`src/rtl/sphere_loader_pkg.sv`:
```
// Shared scene types for the sphere loader: the packed Sphere record and the
// loader FSM encoding.
`ifndef SPHERE_LOADER_PKG_SV
`define SPHERE_LOADER_PKG_SV

`define SPHERE_B     64
`define SPHERE_BYTES 8

package Types;

  typedef struct packed {
    logic [15:0] x;
    logic [14:0] y;
    logic [14:0] z;
    logic [5:0]  r;
    logic [11:0] c;
  } Sphere;

  localparam int SPHERE_B     = `SPHERE_B;
  localparam int SPHERE_BYTES = `SPHERE_BYTES;

  // Record assembly relies on the struct packing to exactly one 8-byte record
  localparam bit SPHERE_SIZE_OK = ($bits(Sphere) == SPHERE_B);

  typedef enum logic [2:0] {
    S_IDLE,
    S_COUNT,
    S_DATA,
    S_DONE,
    S_ERR
  } load_state_e;

endpackage

`endif

```
`src/rtl/sphere_bank_ram.sv`:
```
// Two-bank sphere table: one write port, one registered read port. The MSB of
// each address selects the bank, the low bits select the entry.
module sphere_bank_ram
  import Types::*;
#(
  parameter int IDX_B = 3
) (
  input  logic         clk,
  input  logic         we,
  input  logic [IDX_B:0] waddr,
  input  Sphere        wdata,
  input  logic [IDX_B:0] raddr,
  output Sphere        rdata
);

  Sphere mem [0:(1 << (IDX_B + 1)) - 1];

  always_ff @(posedge clk) begin
    if (we) begin
      mem[waddr] <= wdata;
    end
    rdata <= mem[raddr];
  end

endmodule

```
`src/rtl/sphere_loader.sv`:
```
// Loads framed sphere records from the SPI byte stream into the back bank of a
// double-buffered table; banks swap only at the tracer's frame boundary.
module sphere_loader
  import Types::*;
#(
  parameter int MAX_SPHERES = 8,
  parameter int IDX_B       = (MAX_SPHERES > 1) ? $clog2(MAX_SPHERES) : 1
) (
  input  logic             clk,
  input  logic             rstn,
  input  logic             frame_start,
  input  logic             frame_end,
  input  logic             byte_valid,
  input  logic [7:0]       byte_data,
  input  logic             frame_done,
  input  logic [IDX_B-1:0] rd_idx,
  output Sphere            rd_sphere,
  output logic [IDX_B:0]   sphere_count,
  output logic             load_err,
  output logic             pending
);

  if (!SPHERE_SIZE_OK) begin : g_sphere_size_chk
    $error("Sphere struct width does not match the 64-bit record size");
  end

  load_state_e state_q, state_d;

  logic [IDX_B:0] cnt_n_q;
  logic [IDX_B:0] rec_idx_q;
  logic [IDX_B:0] rec_nxt;
  logic [IDX_B:0] pend_count_q;
  logic [2:0]     byte_cnt_q;
  logic [55:0]    asm_q;
  logic           front_q;

  logic err_d;
  logic commit;
  logic wr_en;
  logic latch_n;
  logic shift;
  logic swap;
  logic count_ok;
  logic last_byte;

  Sphere          wr_sphere;
  logic [IDX_B:0] wr_addr;
  logic [IDX_B:0] rd_addr;
  Sphere          rd_data_p1;
  logic           rd_vld_p1;

  assign rec_nxt   = rec_idx_q + {{IDX_B{1'b0}}, 1'b1};
  assign count_ok  = (int'(byte_data) <= MAX_SPHERES);
  assign last_byte = (byte_cnt_q == 3'(SPHERE_BYTES - 1));
  // pending is the pre-edge value, so a commit in this same cycle cannot swap
  assign swap      = frame_done & pending;

  // ---- loader FSM: next state and per-cycle strobes ----
  always_comb begin
    state_d = state_q;
    err_d   = 1'b0;
    commit  = 1'b0;
    wr_en   = 1'b0;
    latch_n = 1'b0;
    shift   = 1'b0;
    if (frame_start) begin
      state_d = S_COUNT;
    end else begin
      unique case (state_q)
        S_COUNT: begin
          if (frame_end) begin
            err_d   = 1'b1;
            state_d = S_IDLE;
          end else if (byte_valid) begin
            if (!count_ok) begin
              err_d   = 1'b1;
              state_d = S_ERR;
            end else begin
              latch_n = 1'b1;
              state_d = (byte_data == 8'd0) ? S_DONE : S_DATA;
            end
          end
        end
        S_DATA: begin
          if (frame_end) begin
            err_d   = 1'b1;
            state_d = S_IDLE;
          end else if (byte_valid) begin
            shift = 1'b1;
            if (last_byte) begin
              wr_en = 1'b1;
              if (rec_nxt == cnt_n_q) begin
                state_d = S_DONE;
              end
            end
          end
        end
        S_DONE: begin
          if (frame_end) begin
            commit  = 1'b1;
            state_d = S_IDLE;
          end else if (byte_valid) begin
            err_d   = 1'b1;
            state_d = S_ERR;
          end
        end
        S_ERR: begin
          if (frame_end) begin
            state_d = S_IDLE;
          end
        end
        default: begin
          state_d = S_IDLE;
        end
      endcase
    end
  end

  always_ff @(posedge clk or negedge rstn) begin
    if (!rstn) begin
      state_q    <= S_IDLE;
      load_err   <= 1'b0;
      cnt_n_q    <= '0;
      rec_idx_q  <= '0;
      byte_cnt_q <= '0;
    end else begin
      state_q  <= state_d;
      load_err <= err_d;
      if (latch_n) begin
        cnt_n_q    <= (IDX_B + 1)'(byte_data);
        rec_idx_q  <= '0;
        byte_cnt_q <= '0;
      end else begin
        if (shift) begin
          byte_cnt_q <= byte_cnt_q + 3'd1;
        end
        if (wr_en) begin
          rec_idx_q <= rec_nxt;
        end
      end
    end
  end

  // Assembly register is pure data; stale contents are always overwritten
  always_ff @(posedge clk) begin
    if (shift) begin
      asm_q <= {asm_q[47:0], byte_data};
    end
  end

  // ---- commit and bank swap ----
  always_ff @(posedge clk or negedge rstn) begin
    if (!rstn) begin
      pending      <= 1'b0;
      pend_count_q <= '0;
      front_q      <= 1'b0;
      sphere_count <= '0;
    end else begin
      if (frame_start) begin
        pending <= 1'b0;
      end else if (commit) begin
        pending <= 1'b1;
      end else if (swap) begin
        pending <= 1'b0;
      end
      if (commit) begin
        pend_count_q <= cnt_n_q;
      end
      if (swap) begin
        front_q      <= ~front_q;
        sphere_count <= pend_count_q;
      end
    end
  end

  assign wr_sphere = {asm_q, byte_data};
  assign wr_addr   = {~front_q, rec_idx_q[IDX_B-1:0]};
  assign rd_addr   = {front_q, rd_idx};

  sphere_bank_ram #(
    .IDX_B (IDX_B)
  ) u_bank_ram (
    .clk   (clk),
    .we    (wr_en),
    .waddr (wr_addr),
    .wdata (wr_sphere),
    .raddr (rd_addr),
    .rdata (rd_data_p1)
  );

  // ---- read stage p1: mask entries beyond the front-bank count ----
  always_ff @(posedge clk or negedge rstn) begin
    if (!rstn) begin
      rd_vld_p1 <= 1'b0;
    end else begin
      rd_vld_p1 <= ({1'b0, rd_idx} < sphere_count);
    end
  end

  assign rd_sphere = rd_vld_p1 ? rd_data_p1 : '0;

endmodule

```
`config.mk`:
```
export PLATFORM = sky130hd
export DESIGN_NAME = sphere_loader
export DESIGN_NICKNAME = d
export VERILOG_FILES = /design/src/rtl/sphere_loader_pkg.sv /design/src/rtl/sphere_bank_ram.sv /design/src/rtl/sphere_loader.sv
export SDC_FILE = /design/constraint.sdc
export NUM_CORES = 1
export LEC_CHECK = 0
export ABC_AREA = 1
export CAP_MARGIN = 10
export CELL_PAD_IN_SITES_DETAIL_PLACEMENT = 2
export CELL_PAD_IN_SITES_GLOBAL_PLACEMENT = 2
export CORE_ASPECT_RATIO = 1.5
export CORE_MARGIN = 2
export CORE_UTILIZATION = 46
export DETAILED_ROUTE_END_ITERATION = 6
export PLACE_DENSITY_LB_ADDON = 0.1
export SYNTH_ARGS = -nofsm -noshare
export SYNTH_HDL_FRONTEND = slang
export SYNTH_SLANG_ARGS = --single-unit
```
`constraint.sdc`:
```
create_clock -name clk -period 5.6 [get_ports clk]
set_input_delay 1.12 -clock clk [delete_from_list [all_inputs] [get_ports clk]]
set_output_delay 1.12 -clock clk [all_outputs]
set_load 0.02 [all_outputs]
```
==> results by stage <==
Power:
- Cell internal power was estimated by the tool at 14.2 mW.
- The combinational group share of total power is 4.9%.
- The clock network is responsible for 43.1% of the overall power.
- The total power per unit cell area is 353 mW/mm^2.
- In this run the power spent charging and discharging nets is 4.08 mW.
- Of the total power, registers draw 52.1%.
- The worst-case vdd ir drop is 324 uV.
- In this run the static leakage power is 18.4 nW.
- The fraction of power spent switching nets is 22.4%.

Yosys:
- In this run, distinct cell masters in the synthesized netlist total 32.
- The async set-or-reset flop fraction in the synthesized netlist is 2.22%.
- The fraction of the yosys area taken by sequential cells is 75.2%.
- By area the synthesized netlist is led by edfxtp_1 71%, mux2i_1 5.6%, o211ai_1 4.3%, a21oi_1 2.9%, inv_1 2.9%.
- The number of flip-flops and latches in the synthesized netlist is 1170.
- edfxtp_1 is the most common cell in the netlist.
- The cell area after technology mapping is 0.0457 mm^2.
- The fraction of post-synthesis cell area in the top cell type by area is 70.9%.
- The library cell with the largest summed area after synthesis is edfxtp_1.
- The number of enable-type register cells in the synthesized netlist is 1080.
- Synthesis produced a netlist whose cell count is 3143.
- After synthesis, the most frequently instantiated cells are 1080 x edfxtp_1, 348 x inv_1, 265 x a21oi_1, 259 x o211ai_1, 256 x mux2i_1.
- The number of warning messages in the yosys log is 0.
- The most used flip-flop cell after synthesis is edfxtp_1.
- Each instance of the synthesized netlist takes up on average 14.5 um^2.
- The post-synth net total is 3168.

Die:
- The height of the chip is 390 um.
- The floorplan step set the die width to 261 um.
- The initialized floorplan defines 141 standard-cell rows.
- The die footprint is 0.102 mm^2.
- The core region is 0.0984 mm^2.
- Once the floorplan was initialized, standard cells occupied 46.4% of the core.
- Pin placement for this block handled 87 I/O pins.

Detailed routing:
- The number of remaining DRC errors is 0.
- The routed wirelength normalized by instance count is 31.1 um.
- The pre-antenna-repair detailed-routing pass consisted of 7 iterations.
- In the routed layout, each cell is associated on average with a via count of 5.92.
- The final wirelength is 143000 um.
- The total via count in the routed design is 27.3k.
- The detail route stage leaves a number of antenna-violating nets equal to 0.
- The initial detailed-routing violation count is 2066.

Setup path:
- The required time of the worst setup path is 4480 ps.
- The number of cells on the worst reg-to-reg path is 8.
- Across all register-to-register paths, the minimum setup slack is 2470 ps.
- The startpoint identified for the worst register-to-register timing path is state_q[2].
- The startpoint kind of the worst setup timing path is a flop.
- The critical path goes through buf_4 -> nand2_1 -> inv_1 -> clkdlybuf4s50_1.
- The critical path crosses 4 cells after its start point.
- The start point of the critical path is rd_vld_p1.
- The largest fanout on the critical path is 25.
- The arrival time of data at the critical path endpoint is 2770 ps.
- The critical path in this run is classified as flop to primary output.
- The category of the worst setup path capture point is a primary output.
- The family of cells with the greatest summed delay on the critical path is buffers and inverters.
- Counting both buffers and inverters, the worst setup path holds a total of 3.
- The cell with the largest stage delay on the worst path is dfrtp_4.
- For this run, the slowest stage of the critical path takes 760 ps.
- The destination of the worst register-to-register timing path is u_bank_ram.mem[7][3].

Final layout:
- Of the cells placed in the final design, the portion with a size suffix greater than 1 is 8.05%.
- The area growth from synthesis to layout is 12.8%.
- The layout net count is 3243.
- The number of antenna cells inserted is 0.
- The fill cell instance count of the final layout is 8939.

STA:
- For the final database, setup skew stands at 28.2 ps.
- The relative slew slack is 30.4%.
- The worst-margin pin slew is 1040 ps.
- The portion of the clock cycle consumed by the worst path in the final layout is 69.4%.
- The accumulated negative setup slack is 0 ps.
- Setup repair after global routing left no endpoint under its margin.
- The max-slew violation count is 0.
- The count of final setup violators is 0.
- The fmax is 0.257 GHz.
- The shortest period the worst path allows is 3890 ps.
- The worst hold slack across all endpoints is 504 ps.
- The number of hold violations in the final report is 0.

Clock network:
- For the worst-skew pair, the clock arrives at the later sink with an insertion delay of 730 ps.
- Counting the buffers created by CTS gives 111.
- The clock slew at the register clock pins of the worst setup and hold paths is 60 ps.
- The TritonCTS clock tree is built.
- The number of levels in the clock H-tree is 3.
- The root buffer cell is clkbuf_16.
- The number of gates given a new drive strength after cts is 0.
- The number of buffers inserted by post-CTS setup repair is 0.
- The number of buffers inserted for hold repair after clock tree synthesis is 0.
- The deepest clock path buffer count is 3.
- The number of clock sinks is 1170.

Placement:
- The half-perimeter wire length of the detailed placement result is 77300 um.
- The congestion estimate from routability-driven global placement came to 0.740.
- The count of buffers inserted at the top-level ports is 86.

Min path:
- The hold-critical path depth is 2.
- The worst hold path belongs to the class flop to flop.
- The worst min-delay path startpoint is pend_count_q[2].
- The worst hold path terminates at pend_count_q[2].

GRT:
- The via count of the first global-routing pass was 31.3k.
- The aggregate global routing overflow is 0.
- Entering global routing, the biggest net connects 119 pins.
- The global-route usage over all layers is 28.5%.
- The wire length of the first global-routing pass is 211000 um.
- The number of antenna violations at the first check in global routing is 0.

Flow run:
- The tool flagged a number of max-cap violations equal to 0.

Outcome:
- The flow ran to the end, and the final reports show no timing, DRC or antenna violations.
-- area by class of cell --
cell class | count | area, um^2 | share of cell area (%)
Timing Repair Buffer | 153 | 1540 | 2.98
Inverter | 357 | 1350 | 2.62
Sequential cell | 1170 | 34400 | 66.6
Clock inverter | 35 | 410 | 0.795
Tap cell | 1287 | 1610 | 3.12
Clock buffer | 176 | 3290 | 6.37
Multi-Input combinational cell | 1425 | 9020 | 17.5
-- placed cells by master (no fill, tap or decap), types with 15 or more instances in the layout --
cell type        Yosys  final
nand2_1            183    183
nor2_4               1     17
mux2i_1            256    256
clkbuf_8             0     19
inv_1              348    347
o21ai_0            136    136
o211ai_1           259    259
a21oi_1            265    265
clkbuf_1            86     43
dfrtp_1             26     24
nand3_1            103    103
clkinv_2             0     15
edfxtp_1          1080   1080
o21ai_1            169    169
dfxtp_1             64     64
clkdlybuf4s50_1      0     83
clkbuf_16            0    115
buf_4                7     54
-- kinds of logic after synthesis --
family,synth area share [%]
AO/OA/AOI/OAI,10.6
XOR/XNOR,0.0383
flip-flops,75.2
adder cells (fa/ha/maj),0.219
buffers and inverters,5.36
AND/OR/NAND/NOR,3.01
multiplexers,5.61
-- worst min-delay path: cells and delay by family (launching register included) --
family / cells / cell delay (ps)
simple gates: 1 / 50
flops: 1 / 350
compound gates: 1 / 60
-- worst max path at each step --
stage,slack (ps),endpoint
global placement,1410,u_bank_ram.mem[1][16]
global route,1620,rd_sphere[36]
finish,1710,rd_sphere[36]
floorplan,620,u_bank_ram.mem[0][0]
CTS,1630,rd_sphere[29]
detailed placement,1300,u_bank_ram.mem[7][21]
-- layer usage --
layer | global-route usage (%) | part of all wire, % | vias to the layer above
met5 | 0 | 0 | -
met4 | 11.0 | 3.6 | 0
met3 | 3.19 | 3.7 | 273
met2 | 53.2 | 55 | 742
met1 | 33.3 | 38 | 14500
li1 | - | - | 11700
-- metrics by stage --
stage / setup WS, ps / total power [mW] / util [%] / cells / cell area [um^2]
CTS: 1630 / 18.4 / 52.4 / 4603 / 51600
detailed placement: 1300 / 10.6 / 48.7 / 4392 / 47900
global placement: 1410 / 10.5 / 48.7 / 4392 / 47900
floorplan: 617 / 10.2 / - / 3143 / 45700
global route: 1620 / 18.7 / 52.4 / 4603 / 51600
finish: 1710 / 18.2 / 52.4 / 4603 / 51600
-- state kept, by name, summed over array words and instances (netlist names) --
| register | count |
|---|---|
| byte_cnt_q | 3 |
| asm_q | 56 |
| rd_vld_p1 | 1 |
| state_q | 3 |
| u_bank_ram.rdata | 64 |
| sphere_count | 4 |
| pend_count_q | 4 |
| u_bank_ram.mem | 1024 |
| front_q | 1 |
| rec_idx_q | 4 |
| pending | 1 |
| load_err | 1 |
| cnt_n_q | 4 |
-- power by group through the flow --
stage	Sequential, mW	Combinational, mW	Clock [mW]
final	9.49	0.885	7.85
after global routing	9.49	0.955	8.22
after CTS	9.49	0.897	7.97
after detailed placement	9.68	0.875	0
after global placement	9.68	0.831	0
after floorplan	9.66	0.549	0
Note: power is estimated with default switching activity, not from simulation.
